===== src/rtl/fetch_pc_unit_if.sv =====
// Fetch-stage bus: control inputs, instruction ROM port and IF/ID pipeline register outputs.
// The master modport is the fetch unit; the slave modport is the surrounding pipeline and ROM.
interface fetch_pc_unit_if;
    logic        stall;
    logic        flush;
    logic        redirect_valid;
    logic [31:0] redirect_pc;
    logic [31:0] im_addr;
    logic [31:0] im_instr;
    logic [31:0] d_pc;
    logic [31:0] d_instr;
    logic        d_valid;
    logic        d_fetch_err;

    modport master (
        input  stall, flush, redirect_valid, redirect_pc, im_instr,
        output im_addr, d_pc, d_instr, d_valid, d_fetch_err
    );

    modport slave (
        output stall, flush, redirect_valid, redirect_pc, im_instr,
        input  im_addr, d_pc, d_instr, d_valid, d_fetch_err
    );
endinterface


===== src/rtl/fetch_pc_unit.sv =====
// MIPS IF stage: PC register with stall/redirect, and the IF/ID register with flush and
// fetch-fault tagging for misaligned or out-of-window addresses.
module fetch_pc_unit #(
    parameter logic [31:0] RESET_PC = 32'h0000_3000,
    parameter logic [31:0] IM_BASE  = 32'h0000_3000,
    parameter logic [31:0] IM_LIMIT = 32'h0000_6ffc
) (
    input  logic              clk,
    input  logic              reset,
    fetch_pc_unit_if.master   bus
);

    logic [31:0] pc_q, pc_d;
    logic [31:0] d_pc_q, d_pc_d;
    logic [31:0] d_instr_q, d_instr_d;
    logic        d_valid_q, d_valid_d;
    logic        d_fetch_err_q, d_fetch_err_d;
    logic        fetch_err;

    assign fetch_err = (pc_q[1:0] != 2'b00) | (pc_q < IM_BASE) | (pc_q > IM_LIMIT);

    // A stalled decode stage re-asserts its redirect, so it is dropped while stalled.
    always_comb begin
        pc_d = pc_q;
        if (!bus.stall) begin
            pc_d = bus.redirect_valid ? bus.redirect_pc : pc_q + 32'd4;
        end
    end

    always_comb begin
        d_pc_d        = d_pc_q;
        d_instr_d     = d_instr_q;
        d_valid_d     = d_valid_q;
        d_fetch_err_d = d_fetch_err_q;
        if (bus.flush) begin
            d_pc_d        = pc_q;
            d_instr_d     = 32'h0;
            d_valid_d     = 1'b0;
            d_fetch_err_d = 1'b0;
        end else if (!bus.stall) begin
            d_pc_d        = pc_q;
            d_instr_d     = fetch_err ? 32'h0 : bus.im_instr;
            d_valid_d     = 1'b1;
            d_fetch_err_d = fetch_err;
        end
    end

    always_ff @(posedge clk or posedge reset) begin
        if (reset) begin
            pc_q          <= RESET_PC;
            d_pc_q        <= 32'h0;
            d_instr_q     <= 32'h0;
            d_valid_q     <= 1'b0;
            d_fetch_err_q <= 1'b0;
        end else begin
            pc_q          <= pc_d;
            d_pc_q        <= d_pc_d;
            d_instr_q     <= d_instr_d;
            d_valid_q     <= d_valid_d;
            d_fetch_err_q <= d_fetch_err_d;
        end
    end

    assign bus.im_addr     = pc_q;
    assign bus.d_pc        = d_pc_q;
    assign bus.d_instr     = d_instr_q;
    assign bus.d_valid     = d_valid_q;
    assign bus.d_fetch_err = d_fetch_err_q;

endmodule


===== src/flat_wrapper.sv =====
// flat-port wrapper written by rule: the top's interface ports become plain ports
module fetch_pc_unit_flat 
#(
    parameter logic [31:0] RESET_PC = 32'h0000_3000,
    parameter logic [31:0] IM_BASE  = 32'h0000_3000,
    parameter logic [31:0] IM_LIMIT = 32'h0000_6ffc
)
  (clk, reset, bus_stall, bus_flush, bus_redirect_valid, bus_redirect_pc, bus_im_instr, bus_im_addr, bus_d_pc, bus_d_instr, bus_d_valid, bus_d_fetch_err);
  fetch_pc_unit_if bus_i ();
  input  logic clk;
  input  logic reset;
  input wire logic [$bits(bus_i.stall)-1:0] bus_stall;
  input wire logic [$bits(bus_i.flush)-1:0] bus_flush;
  input wire logic [$bits(bus_i.redirect_valid)-1:0] bus_redirect_valid;
  input wire logic [$bits(bus_i.redirect_pc)-1:0] bus_redirect_pc;
  input wire logic [$bits(bus_i.im_instr)-1:0] bus_im_instr;
  output wire logic [$bits(bus_i.im_addr)-1:0] bus_im_addr;
  output wire logic [$bits(bus_i.d_pc)-1:0] bus_d_pc;
  output wire logic [$bits(bus_i.d_instr)-1:0] bus_d_instr;
  output wire logic [$bits(bus_i.d_valid)-1:0] bus_d_valid;
  output wire logic [$bits(bus_i.d_fetch_err)-1:0] bus_d_fetch_err;
  assign bus_i.stall = bus_stall;
  assign bus_i.flush = bus_flush;
  assign bus_i.redirect_valid = bus_redirect_valid;
  assign bus_i.redirect_pc = bus_redirect_pc;
  assign bus_i.im_instr = bus_im_instr;
  assign bus_im_addr = bus_i.im_addr;
  assign bus_d_pc = bus_i.d_pc;
  assign bus_d_instr = bus_i.d_instr;
  assign bus_d_valid = bus_i.d_valid;
  assign bus_d_fetch_err = bus_i.d_fetch_err;
  fetch_pc_unit #(.RESET_PC(RESET_PC), .IM_BASE(IM_BASE), .IM_LIMIT(IM_LIMIT)) u_core (.clk(clk), .reset(reset), .bus(bus_i));
endmodule

===== config.mk =====
export PLATFORM = sky130hd
export DESIGN_NAME = fetch_pc_unit_flat
export DESIGN_NICKNAME = d
export VERILOG_FILES = /design/src/rtl/fetch_pc_unit_if.sv /design/src/rtl/fetch_pc_unit.sv /design/src/flat_wrapper.sv
export SDC_FILE = /design/constraint.sdc
export NUM_CORES = 1
export LEC_CHECK = 0
export ABC_AREA = 1
export CAP_MARGIN = 20
export CORE_AREA = 2 2 110 166
export CTS_CLUSTER_DIAMETER = 60
export CTS_CLUSTER_SIZE = 20
export DETAILED_ROUTE_END_ITERATION = 8
export DIE_AREA = 0 0 112 168
export PLACE_DENSITY = 0.65
export SLEW_MARGIN = 30
export SYNTH_ARGS = -nofsm -noshare
export SYNTH_HDL_FRONTEND = slang
export SYNTH_SLANG_ARGS = --single-unit

===== constraint.sdc =====
create_clock -name clk -period 10 [get_ports clk]
set_clock_uncertainty 0.15 [all_clocks]
set_input_delay 1.5 -clock clk [delete_from_list [all_inputs] [get_ports clk]]
set_output_delay 1.5 -clock clk [all_outputs]
set_load 0.02 [all_outputs]

==> impl_results.md, run 1 <==
- Drt wl/cell: 14.71 um
- Starting density of the core: 0.2925
- Pwr Density: 158.9 nW/um^2
- FF-to-FF Start: u_core.bus.im_addr[23]
- DRC viols: 0
- Synth unique cells: 31
- Post-CTS sizing: 0
- CP Capture Type: register
- Worst skew pair latency: 350 ps
- Max FO, Critical Path: 58
- Most common cell after layout, fill and taps aside: nand2_1
- Synthesis Warnings: 0
- First-pass GRT wire length: 25.21 mm
- WS Path Type: in -> reg
- Via count: 4889
- Tmin final: 4034 ps
- Vias per cell: 4.473
- Area share of the largest cell type after synthesis: 0.4675
- Root Buffer Master: clkbuf_16
- CTS tree: yes
- Number of I/O port buffers: 166
- Synth Area per Inst: 7.197 um^2
- Most frequent cells in the layout: nand2_1, clkdlybuf4s50_1, dfrtp_1, nor2_1, inv_1
- Cells after Synth: 714
- Hold depth: 2
- First-pass DRT Iterations: 4
- Startpoint types: input pin
- Status: finished clean
- R2R cell count: 7
- Final Max Slew Viols: 0
- Met1 Use GR: 0.1995
- Leakage: 3.439 nW
- Synthesis-stage register bit count: 98
- Met3 usage: 0.02556
- Die width: 112 um
- Largest net degree at the start of global routing: 59
- Die height: 168 um
- HP Class: reg -> reg
- Layout cells sized above 1: 0.07534
- RSZ-0062 raised after global routing: false
- CTS Buffer Depth: 2
- Total Routed Length: 16.08 mm
- Crit path DAT: 4120 ps
- H-tree lvl count: 3
- Sw power: 0.3594 mW
- Final setup fails: 0
- Count of boundary I/O pins: 167
- Critical R2R Capture: u_core.bus.d_instr[21]
- Antenna violations before repair: 0
- Worst hold endpoint: u_core.bus.d_pc[24]
- Seq/Total Area, Yosys: 0.4777
- Sequential share of power: 0.418
- Global route hottest layer: met2
- Internal: 0.8038 mW
- Logic pwr share: 0.242
- Mapped Area: 5139 um^2
- Vias in the first global route: 4781
- Worst-path clk slew: 70 ps
- Final net count: 942
- Area Overhead vs Synth: 42.44%
- Die area: 18820 um^2
- DR iter-0 viols: 337
- M2 GR Usage: 0.3117
- Site Rows: 60
- GRT Resource Usage Total: 0.1696
- Switching share of power: 0.3090
- Syn_nets: 784
- Post-CTS Hold Buffers: 0
- Final Hold Viols: 0
- Core ar.: 17570 um^2
- Crit path required time: 10090 ps
- Total chip power: 1.163 mW
- Min-Delay Startpoint: u_core.bus.d_pc[24]
- Clock network power share: 0.340
- DP HPWL: 12.28 mm
- Peak supply drop: 0.08539 mV
- Slew HR: 0.4184
- Worst-Margin Slew: 870.4 ps
- Max Freq: 247.9 MHz
- Max-Cap Viols: 0
- Cts bufs inserted: 9
- Fill count: 1823
- GPL Wtd Cong: 0.8974
- Setup TNS: 0 ps
- Final period utilization: 0.4034
- Antenna Nets Post-Route: 0
- Synth area leaders: dfrtp_1, nand2_1, inv_1, nor2_1, nand3_1
- Fin util: 0.4167
- Total grt overflow: 0
- Reg2Reg Setup Slack: 7690 ps
- CTS sink count: 98
- Cell taking the most area after synthesis: dfrtp_1
- Setup Buffers After CTS: 0
- Diodes inserted: 0
## worst max-delay path, stage by stage
cell and delay, ps:
clkdlybuf4s50_1 460, buf_4 270, inv_2 290, nor2_4 640, buf_4 550, inv_1 230
nand2_1 100, nand2_1 50
## sequential cells by signal, summed over array words and instances (netlist names)
| register | cells |
|---|---|
| u_core.bus.im_addr | 32 |
| u_core.bus.d_instr | 32 |
| u_core.bus.d_pc | 32 |
| u_core.bus.d_fetch_err | 1 |
| u_core.bus.d_valid | 1 |
## stage by stage
step | area [um^2] | cells | hold slack, ps | setup WS [ps]
CTS | 7320 | 1093 | 335.0 | 5916
finish | 7320 | 1093 | 330.5 | 5966
detailed placement | 6980 | 1078 | 316.8 | 5547
global placement | 6980 | 1078 | 310.0 | 5609
global route | 7320 | 1093 | 347.5 | 5705
floorplan | 5139 | 714 | 436.1 | 5791
## worst max path at each step
stage | from | endpoint | slack, ps
6_report | bus_stall | u_core.bus.d_pc[14] | 5970
3_3_place_gp | bus_stall | u_core.bus.d_pc[14] | 5610
5_1_grt | bus_stall | u_core.bus.d_pc[14] | 5700
3_5_place_dp | bus_stall | u_core.bus.d_pc[14] | 5550
2_1_floorplan | reset | u_core.bus.d_fetch_err | 5790
4_1_cts | bus_stall | u_core.bus.d_pc[14] | 5920
## metal layers
metal / up-vias / share of wire
met1: 2188 / 0.40
li1: 2515 / -
met4: 0 / 0.024
met2: 165 / 0.52
met5: - / 0
met3: 21 / 0.052
## final cells by class
| class | count | area [um^2] | share of cell area |
|---|---|---|---|
| flip-flops and latches | 98 | 2455 | 0.3354 |
| well taps | 217 | 271.5 | 0.03709 |
| multi-input cells | 517 | 2271 | 0.3103 |
| clock inverters | 6 | 113.9 | 0.01556 |
| repair buffers | 171 | 1699 | 0.2321 |
| clock buffers | 9 | 225.2 | 0.03077 |
| inverters | 75 | 284.0 | 0.03880 |
## cells in the mapped netlist
cell	count
nand2_4	1
a21oi_1	2
xor2_1	2
ha_1	1
nor2_2	18
o221ai_2	1
nand3_1	42
clkbuf_1	10
a311oi_1	1
o211ai_1	4
buf_6	3
nor2_4	4
nand3_2	1
nand3b_1	1
buf_8	1
dfrtp_1	96
o21ai_1	4
nand2_2	14
inv_2	3
inv_1	72
dfstp_2	2
nor2_1	71
o221ai_1	2
a211oi_1	1
nand4_1	6
buf_2	10
nor3_1	4
o22ai_1	3
o21ai_0	35
nand2_1	298
nor4_1	1
## power groups by stage
stage                     Combinational (mW)  Clock (mW)  Sequential [mW]
after detailed placement               0.285           0            0.494
after global placement                 0.282           0            0.495
after floorplan                       0.0964           0            0.526
after global routing                   0.307       0.420            0.492
after CTS                              0.286       0.407            0.487
final                                  0.282       0.395            0.486
## cells by family after synthesis
group           share of synthesized area
xor+xnor                         0.003409
flops                              0.4777
simple gates                       0.3762
buf+inv                           0.08132
compound gates                    0.05893
fa+ha+maj                        0.002434
(Power assumes the default switching activity.)
==> run 2: changes to the inputs <==
--- a/config.mk
+++ b/config.mk
@@ -12,7 +12,7 @@
 export CTS_CLUSTER_SIZE = 20
 export DETAILED_ROUTE_END_ITERATION = 8
 export DIE_AREA = 0 0 112 168
-export PLACE_DENSITY = 0.65
+export PLACE_DENSITY = 0.68
 export SLEW_MARGIN = 30
 export SYNTH_ARGS = -nofsm -noshare
 export SYNTH_HDL_FRONTEND = slang
==> constraint.sdc (replaced) <==
create_clock -name clk -period 3.4 [get_ports clk]
set_clock_uncertainty 0.15 [all_clocks]
set_input_delay 0.51 -clock clk [delete_from_list [all_inputs] [get_ports clk]]
set_output_delay 0.51 -clock clk [all_outputs]
set_load 0.02 [all_outputs]
==> impl_results.md, run 2 (synthesized netlist as in run 1, its figures left out) <==
- Status: finished clean
- Max FO, Critical Path: 16
- Total chip power: 3.303 mW
- Tmin final: 2385 ps
- Met2 WL post-DR: 8.254 mm
- Diodes inserted: 0
- H-tree lvl count: 3
- Hold depth: 2
- Root Buffer Master: clkbuf_16
- Reg2Reg Setup Slack: 1180 ps
- CTS Buffer Depth: 2
- Leakage: 3.457 nW
- Largest net degree at the start of global routing: 66
- Worst-path clk slew: 70 ps
- Vias in the first global route: 4823
- Peak supply drop: 0.2112 mV
- CTS tree: yes
- FF-to-FF Start: u_core.bus.im_addr[23]
- Post-CTS Hold Buffers: 0
- Crit path required time: 3460 ps
- Final net count: 947
- CTS sink count: 98
- Total grt overflow: 0
- Routed wl met3: 801 um
- R2R cell count: 8
- Fill count: 1826
- DRC viols: 0
- CP max-delay cell: clkdlybuf4s50_1
- Final Max Slew Viols: 0
- Crit path DAT: 2440 ps
- Count of boundary I/O pins: 167
- Antenna violations before repair: 0
- Worst-Margin Slew: 877.0 ps
- Antenna Nets Post-Route: 0
- Most common cell after layout, fill and taps aside: nand2_1
- Site Rows: 60
- DR iter-0 viols: 247
- Starting density of the core: 0.2925
- CP Capture Type: register
- First-pass DRT Iterations: 5
- Final setup fails: 0
- Final period utilization: 0.7015
- Vias per cell: 4.530
- Via count: 4979
- GRT Resource Usage Total: 0.1755
- Number of I/O port buffers: 166
- Max-Cap Viols: 0
- Post-CTS sizing: 0
- Drt wl/cell: 14.93 um
- Total Routed Length: 16.40 mm
- Layout cells sized above 1: 0.07937
- First-pass GRT wire length: 26.01 mm
- Die width: 112 um
- Worst hold endpoint: u_core.bus.d_instr[6]
- Top Layer Used: met4
- HP Class: reg -> reg
- Most frequent cells in the layout: nand2_1, clkdlybuf4s50_1, dfrtp_1, nor2_1, inv_1
- Core ar.: 17570 um^2
- Slowest stage delay, CP: 1040 ps
- Startpoint types: input pin
- GPL Wtd Cong: 0.9070
- Pwr Density: 450.2 nW/um^2
- WS Path Type: in -> reg
- Worst skew pair latency: 340 ps
- Slew HR: 0.4135
- Setup Buffers After CTS: 0
- RSZ-0062 raised after global routing: false
- Area Overhead vs Synth: 42.78%
- Final Hold Viols: 0
- Crit-path cells: clkdlybuf4s50_1 -> nor2_1 -> inv_1 -> a21oi_1 -> o21ai_0 -> o211ai_1
- Wl on met1: 6.776 mm
- Setup TNS: 0 ps
- Max Freq: 419.2 MHz
- Die height: 168 um
- Cts bufs inserted: 9
- Die area: 18820 um^2
- Min-Delay Startpoint: u_core.bus.d_instr[6]
- Critical R2R Capture: u_core.bus.d_instr[21]
- DP HPWL: 12.35 mm
## run 2: changes by cell type in the layout (fill, tap and decap cells not counted), sizes merged
cell      previous run  this run
bufinv               3         1
clkinv               0         3
clkbuf               9        10
buf                  5        10
clkinvlp             2         1
## run 2: worst max path at each step
stage,slack (ps),endpoint,from,cells past startpoint
after floorplan,180,u_core.bus.d_fetch_err,reset,1
after global placement,720,u_core.bus.im_addr[9],bus_stall,6
after detailed placement,700,u_core.bus.im_addr[5],bus_stall,6
after CTS,1060,u_core.bus.im_addr[9],bus_stall,6
after global routing,850,u_core.bus.im_addr[9],bus_stall,6
final,1010,u_core.bus.im_addr[9],bus_stall,6
## run 2: layout make-up
cell class	count	area, um^2	area share
Sequential cell	98	2455	0.3346
Inverter	75	284.0	0.03871
Clock buffer	10	229.0	0.03121
Multi-Input combinational cell	517	2271	0.3095
Timing Repair Buffer	176	1762	0.2401
Clock inverter	6	65.06	0.008868
Tap cell	217	271.5	0.03701
## run 2: per-stage QoR
| step | std cells | utilization | instance area [um^2] | worst slack (ps) | hold slack, ps |
|---|---|---|---|---|---|
| floorplan | 714 | - | 5139 | 181.2 | 426.4 |
| global placement | 1083 | 0.4009 | 7043 | 718.4 | 311.7 |
| detailed placement | 1083 | 0.4009 | 7043 | 704.5 | 314.3 |
| CTS | 1099 | 0.4177 | 7337 | 1056 | 332.9 |
| global route | 1099 | 0.4177 | 7337 | 847.1 | 352.9 |
| finish | 1099 | 0.4177 | 7337 | 1015 | 328.9 |
## run 2: report_power, final
part / switching, mW / total, mW / internal, mW
Combinational: 0.475 / 0.846 / 0.371
Clock: 0.463 / 1.04 / 0.573
Sequential: 0.140 / 1.42 / 1.28
## run 2: worst max-delay path, delay by kind of cell
family          cells  cell delay, ps
buf+inv             2            1490
compound gates      3             270
simple gates        1             140
## run 2: per-layer routing
metal,track usage,up-vias
met3,0.03096,31
met4,0.07900,0
met1,0.2086,2237
met2,0.3083,183
met5,0,-
li1,-,2528
